**src/rtl/alu_pkg.sv**
```systemverilog
// rtl/alu_pkg.sv - ALU op / branch type encodings and helpers for the ALU decode stage
package alu_pkg;

  localparam int ALU_OP_W = 5;
  localparam int BR_W     = 3;
  localparam int CNT_W    = 8;

  typedef enum logic [ALU_OP_W-1:0] {
    ALU_ADD    = 5'd0,
    ALU_SUB    = 5'd1,
    ALU_AND    = 5'd2,
    ALU_OR     = 5'd3,
    ALU_XOR    = 5'd4,
    ALU_SLT    = 5'd5,
    ALU_SLL    = 5'd6,
    ALU_SRL    = 5'd7,
    ALU_SRA    = 5'd8,
    ALU_SLTU   = 5'd9,
    ALU_MUL    = 5'd10,
    ALU_MULH   = 5'd11,
    ALU_MULHSU = 5'd12,
    ALU_MULHU  = 5'd13,
    ALU_DIV    = 5'd14,
    ALU_DIVU   = 5'd15,
    ALU_REM    = 5'd16,
    ALU_REMU   = 5'd17
  } alu_op_e;

  typedef enum logic [BR_W-1:0] {
    BR_NONE = 3'd0,
    BR_EQ   = 3'd1,
    BR_NE   = 3'd2,
    BR_LT   = 3'd3,
    BR_GE   = 3'd4,
    BR_LTU  = 3'd5,
    BR_GEU  = 3'd6
  } br_type_e;

  typedef enum logic [1:0] {
    ST_EMPTY = 2'd0,
    ST_FULL  = 2'd1,
    ST_WAIT  = 2'd2
  } slot_state_e;

  function automatic logic is_multicycle(alu_op_e op);
    return (op == ALU_DIV) || (op == ALU_DIVU) || (op == ALU_REM) || (op == ALU_REMU);
  endfunction

endpackage

```
**src/rtl/alu_dec_comb.sv**
```systemverilog
// rtl/alu_dec_comb.sv - combinational RV32I/RV32M ALU and branch decoder
module alu_dec_comb
  import alu_pkg::*;
#(
  parameter int EN_MEXT = 1
) (
  input  logic       opb5,
  input  logic [2:0] funct3,
  input  logic       funct7b5,
  input  logic       funct7b0,
  input  logic [1:0] aluop,
  output alu_op_e    op,
  output br_type_e   br_type,
  output logic       illegal
);

  always_comb begin
    op      = ALU_ADD;
    br_type = BR_NONE;
    illegal = 1'b0;
    if (aluop == 2'b01) begin
      case (funct3)
        3'b000:  begin op = ALU_SUB;  br_type = BR_EQ;  end
        3'b001:  begin op = ALU_SUB;  br_type = BR_NE;  end
        3'b100:  begin op = ALU_SLT;  br_type = BR_LT;  end
        3'b101:  begin op = ALU_SLT;  br_type = BR_GE;  end
        3'b110:  begin op = ALU_SLTU; br_type = BR_LTU; end
        3'b111:  begin op = ALU_SLTU; br_type = BR_GEU; end
        default: illegal = 1'b1;
      endcase
    end else if (aluop[1]) begin
      if (opb5 && funct7b0) begin
        if (EN_MEXT != 0) begin
          case (funct3)
            3'b000:  op = ALU_MUL;
            3'b001:  op = ALU_MULH;
            3'b010:  op = ALU_MULHSU;
            3'b011:  op = ALU_MULHU;
            3'b100:  op = ALU_DIV;
            3'b101:  op = ALU_DIVU;
            3'b110:  op = ALU_REM;
            default: op = ALU_REMU;
          endcase
        end else begin
          illegal = 1'b1;
        end
      end else begin
        case (funct3)
          3'b000:  op = (opb5 && funct7b5) ? ALU_SUB : ALU_ADD;
          3'b001:  begin
            if (funct7b5) illegal = 1'b1;
            else          op = ALU_SLL;
          end
          3'b010:  op = ALU_SLT;
          3'b011:  op = ALU_SLTU;
          3'b100:  op = ALU_XOR;
          3'b101:  op = funct7b5 ? ALU_SRA : ALU_SRL;
          3'b110:  op = ALU_OR;
          default: op = ALU_AND;
        endcase
      end
    end
  end

endmodule

```
**src/rtl/aludec_stage.sv**
```systemverilog
// rtl/aludec_stage.sv - registered ALU decode slot with valid/ready, flush and divide hold
module aludec_stage
  import alu_pkg::*;
#(
  parameter int ALUCTRL_W = 5,
  parameter int EN_MEXT   = 1,
  parameter int DIV_LAT   = 32
) (
  input  logic                 i_clk,
  input  logic                 i_rst_n,
  input  logic                 i_valid,
  output logic                 o_ready,
  input  logic                 i_opb5,
  input  logic [2:0]           i_funct3,
  input  logic                 i_funct7b5,
  input  logic                 i_funct7b0,
  input  logic [1:0]           i_aluop,
  input  logic                 i_flush,
  output logic                 o_valid,
  input  logic                 i_ready,
  output logic [ALUCTRL_W-1:0] o_aluctrl,
  output logic [2:0]           o_branch_type,
  output logic                 o_illegal,
  output logic                 o_busy
);

  localparam logic [CNT_W-1:0] DIV_LOAD = CNT_W'(DIV_LAT - 1);

  alu_op_e     dec_op;
  br_type_e    dec_br;
  logic        dec_ill;

  slot_state_e state_q, state_d;
  logic [CNT_W-1:0] cnt_q, cnt_d;
  alu_op_e     op_q;
  br_type_e    br_q;
  logic        ill_q;
  logic        accept;
  logic        load;

  alu_dec_comb #(.EN_MEXT(EN_MEXT)) u_dec (
    .opb5     (i_opb5),
    .funct3   (i_funct3),
    .funct7b5 (i_funct7b5),
    .funct7b0 (i_funct7b0),
    .aluop    (i_aluop),
    .op       (dec_op),
    .br_type  (dec_br),
    .illegal  (dec_ill)
  );

  // Ready is held low during reset so nothing is accepted before the slot is initialised.
  assign o_ready = i_rst_n && ((state_q == ST_EMPTY) || ((state_q == ST_FULL) && i_ready));
  assign accept  = i_valid && o_ready;

  always_comb begin
    state_d = state_q;
    cnt_d   = cnt_q;
    load    = 1'b0;
    case (state_q)
      ST_EMPTY: begin
        if (accept) begin
          load    = 1'b1;
          state_d = is_multicycle(dec_op) ? ST_WAIT : ST_FULL;
          cnt_d   = is_multicycle(dec_op) ? DIV_LOAD : '0;
        end
      end
      ST_FULL: begin
        if (i_ready) begin
          if (accept) begin
            load    = 1'b1;
            state_d = is_multicycle(dec_op) ? ST_WAIT : ST_FULL;
            cnt_d   = is_multicycle(dec_op) ? DIV_LOAD : '0;
          end else begin
            state_d = ST_EMPTY;
          end
        end
      end
      ST_WAIT: begin
        if (cnt_q == '0) state_d = ST_FULL;
        else             cnt_d   = cnt_q - CNT_W'(1);
      end
      default: state_d = ST_EMPTY;
    endcase
    if (i_flush) begin
      state_d = ST_EMPTY;
      cnt_d   = '0;
      load    = 1'b0;
    end
  end

  always_ff @(posedge i_clk or negedge i_rst_n) begin
    if (!i_rst_n) begin
      state_q <= ST_EMPTY;
      cnt_q   <= '0;
      op_q    <= ALU_ADD;
      br_q    <= BR_NONE;
      ill_q   <= 1'b0;
    end else begin
      state_q <= state_d;
      cnt_q   <= cnt_d;
      if (load) begin
        op_q  <= dec_op;
        br_q  <= dec_br;
        ill_q <= dec_ill;
      end
    end
  end

  assign o_valid       = (state_q == ST_FULL);
  assign o_busy        = (state_q == ST_WAIT);
  assign o_aluctrl     = ALUCTRL_W'(op_q);
  assign o_branch_type = br_q;
  assign o_illegal     = ill_q;

endmodule

```
**config.mk**
```make
export PLATFORM = sky130hd
export DESIGN_NAME = aludec_stage
export DESIGN_NICKNAME = d
export VERILOG_FILES = /design/src/rtl/alu_pkg.sv /design/src/rtl/alu_dec_comb.sv /design/src/rtl/aludec_stage.sv
export SDC_FILE = /design/constraint.sdc
export NUM_CORES = 1
export LEC_CHECK = 0
export CAP_MARGIN = 15
export CELL_PAD_IN_SITES_DETAIL_PLACEMENT = 0
export CELL_PAD_IN_SITES_GLOBAL_PLACEMENT = 1
export CORE_UTILIZATION = 40
export CTS_BUF_LIST = sky130_fd_sc_hd__clkbuf_4
export DETAILED_ROUTE_END_ITERATION = 12
export PLACE_DENSITY = 0.88
export RECOVER_POWER = 50
export SLEW_MARGIN = 20
export SYNTH_ARGS = -nofsm -noshare
export SYNTH_HDL_FRONTEND = slang
export SYNTH_SLANG_ARGS = --single-unit
```
**constraint.sdc**
```tcl
create_clock -name i_clk -period 2.31 [get_ports i_clk]
set_input_delay 0.231 -clock i_clk [delete_from_list [all_inputs] [get_ports i_clk]]
set_output_delay 0.231 -clock i_clk [all_outputs]
set_load 0.005 [all_outputs]
```
==> flow_summary.yaml <==
run_status:
  status: "completed"
final_layout:
  antenna_cells: 0
  drive_gt1_share_pct: 15.8
  final_net_count: 211
  syn2layout_area_growth_pct: 29.3
  layout_common_cells: "dfrtp_1 (19), clkdlybuf4s50_1 (19), buf_4 (16)"
setup_path:
  critical_path_class: "input pin to register"
  endpoint_kind: "register"
  rrSetupSlack_ns: 0.43
  arrival_ns: 2.22
  crit_fanout: 6
  critPathLaunchType: "input pin"
  critical_path_required_ns: 2.46
logic_synthesis:
  syn-instance-count: 152
  synth-main-ff-cell: "dfrtp_1"
  ys_seq_area_share_pct: 34.3
  synthDistinctLibCells: 52
  synth_fp_nets: 172
  synth_warnings: 0
  synth_edf_count: 0
  ys_async_sr_fraction_pct: 100
  netlist_area_um2: 1390
  synth.ff_latch_count: 19
  synth.avg_cell_area_um2: 9.11
power:
  p_total_mw: 1.16
  max-vdd-ir-drop_mv: 0.200
  power_density_nw_per_um2: 649
  leakagePower_nw: 0.782
timing:
  fin_tns_setup_ns: 0
  fin_worst_skew_ns: 0.00601
  tightestPinTransition_ns: 0.926
  hold_viol: 0
  relSlewSlack_pct: 38.3
  setup_violations: 0
  period_share_pct: 89.5
  finalMaxSlewViolations: 0
  hold_slack_ns: 0.242
  post-route-min-period_ns: 2.07
  rsz0062_at_grt: "no"
  clock.fmax_mhz: 483
global_routing:
  antenna_found_initial: 0
  grt_max_degree: 19
  grt_usage_pct: 20.0
  grt_pass1_wl_mm: 5.57
  grt_pass1_vias: 1206
  grt.overflow.total: 0
placed_design:
  hpwl_mm: 2.59
  gpl.final_weighted_congestion: 0.814
  port_buffers: 24
clock_tree:
  numCtsBuffers: 3
  post_cts_resized: 0
  cts.clk_slew.worst_paths_ns: 0.11
  post-cts-setup-buffers: 0
  cts-root-buf: "clkbuf_4"
  h-tree-depth: 1
  clock_sinks: 19
  cts_buffer_depth: 2
  cts_tree: "yes"
  clock_latency_ns: 0.29
  hold_buffers: 0
drt:
  drtPass1Iterations: 4
  drt_iter0_drc: 56
  ant_nets: 0
  drc: 0
  avgRoutedWirePerCell_um: 13.7
  vias: 1256
  wl_mm: 3.24
  via_per_inst: 5.32
floorplanning:
  coreArea_um2: 3340
  rows: 21
  start_util_pct: 41.5
  die-area_um2: 3700
  dieWidth_um: 60.8
  die_h_um: 60.8
  ios: 25
job:
  cap_violations: 0
worst_hold_path:
  hold_class: "input pin to asynchronous set/reset pin"
worst max-delay path, cell delays in order:
cell	delay [ns]
clkdlybuf4s50_1	0.53
inv_1	0.10
ha_1	0.29
inv_1	0.04
a31o_2	0.20
or2_4	0.24
o311ai_4	0.42
o22ai_1	0.16
stage by stage:
stage                     util (%)  setup WS [ns]  area (µm²)  std cells
final                         53.7          0.242        1790        236
after global routing          53.7          0.129        1790        236
after CTS                     53.9          0.232        1800        236
after detailed placement      53.0        -0.0737        1770        232
after global placement        53.0         0.0137        1770        232
after floorplan                  -          0.507        1390        152
logic make-up after synthesis:
group / count (synthesis) / synth area share [%]
AND/OR/NAND/NOR: 58 / 22.6
AO/OA/AOI/OAI: 44 / 26.8
buffers and inverters: 19 / 6.59
flip-flops: 19 / 34.3
adder cells (fa/ha/maj): 7 / 6.32
XOR/XNOR: 4 / 2.53
multiplexers: 1 / 0.813
sequential cells by signal, indices dropped and copies added (netlist names):
signal         cells
o_aluctrl          5
o_illegal          1
o_branch_type      3
state_q            2
cnt_q              8
report_power, final:
group          total (mW)  switching, mW  internal, mW
Sequential          0.464         0.0604         0.404
Combinational       0.520          0.269         0.251
Clock               0.177         0.0981        0.0788
synthesized netlist by cell type (all sizes together) (5+ instances only):
| cell | instances | area, µm² |
|---|---|---|
| nand2 | 13 | 48.8 |
| o21ai | 11 | 55.1 |
| buf | 5 | 37.5 |
| dfrtp | 19 | 475 |
| nor2 | 11 | 41.3 |
| nor2b | 5 | 31.3 |
| nand2b | 6 | 37.5 |
| inv | 11 | 41.3 |
| ha | 7 | 87.6 |
| nor3 | 5 | 25.0 |
per-layer routing:
metal  track usage [%]  up-vias  part of all wire [%]
li1                  -      629                     -
met1              24.5      595                    42
met2              36.6       28                    52
met3              2.35        4                   4.2
met4              5.84        0                   1.3
met5                 0        -                     0
final cells by class:
class	instances	area, µm²
clock buffer	4	30.0
fill	326	1550
inverter	11	41.3
multi-input combinational	114	818
sequential	19	475
tap	46	57.6
timing repair buffer	42	368
worst paths after layout:
check,from,end,cells after the start
worst max-delay path,i_funct3[1],cnt_q[0],8
worst min-delay path,i_rst_n,o_aluctrl[1],1
worst max register to register,cnt_q[4],cnt_q[4],5
worst min register to register,o_branch_type[1],o_branch_type[1],2
max in group asynchronous,i_rst_n,cnt_q[1],2
min in group i_clk,o_branch_type[1],o_branch_type[1],2
(Power assumes the default switching activity.)
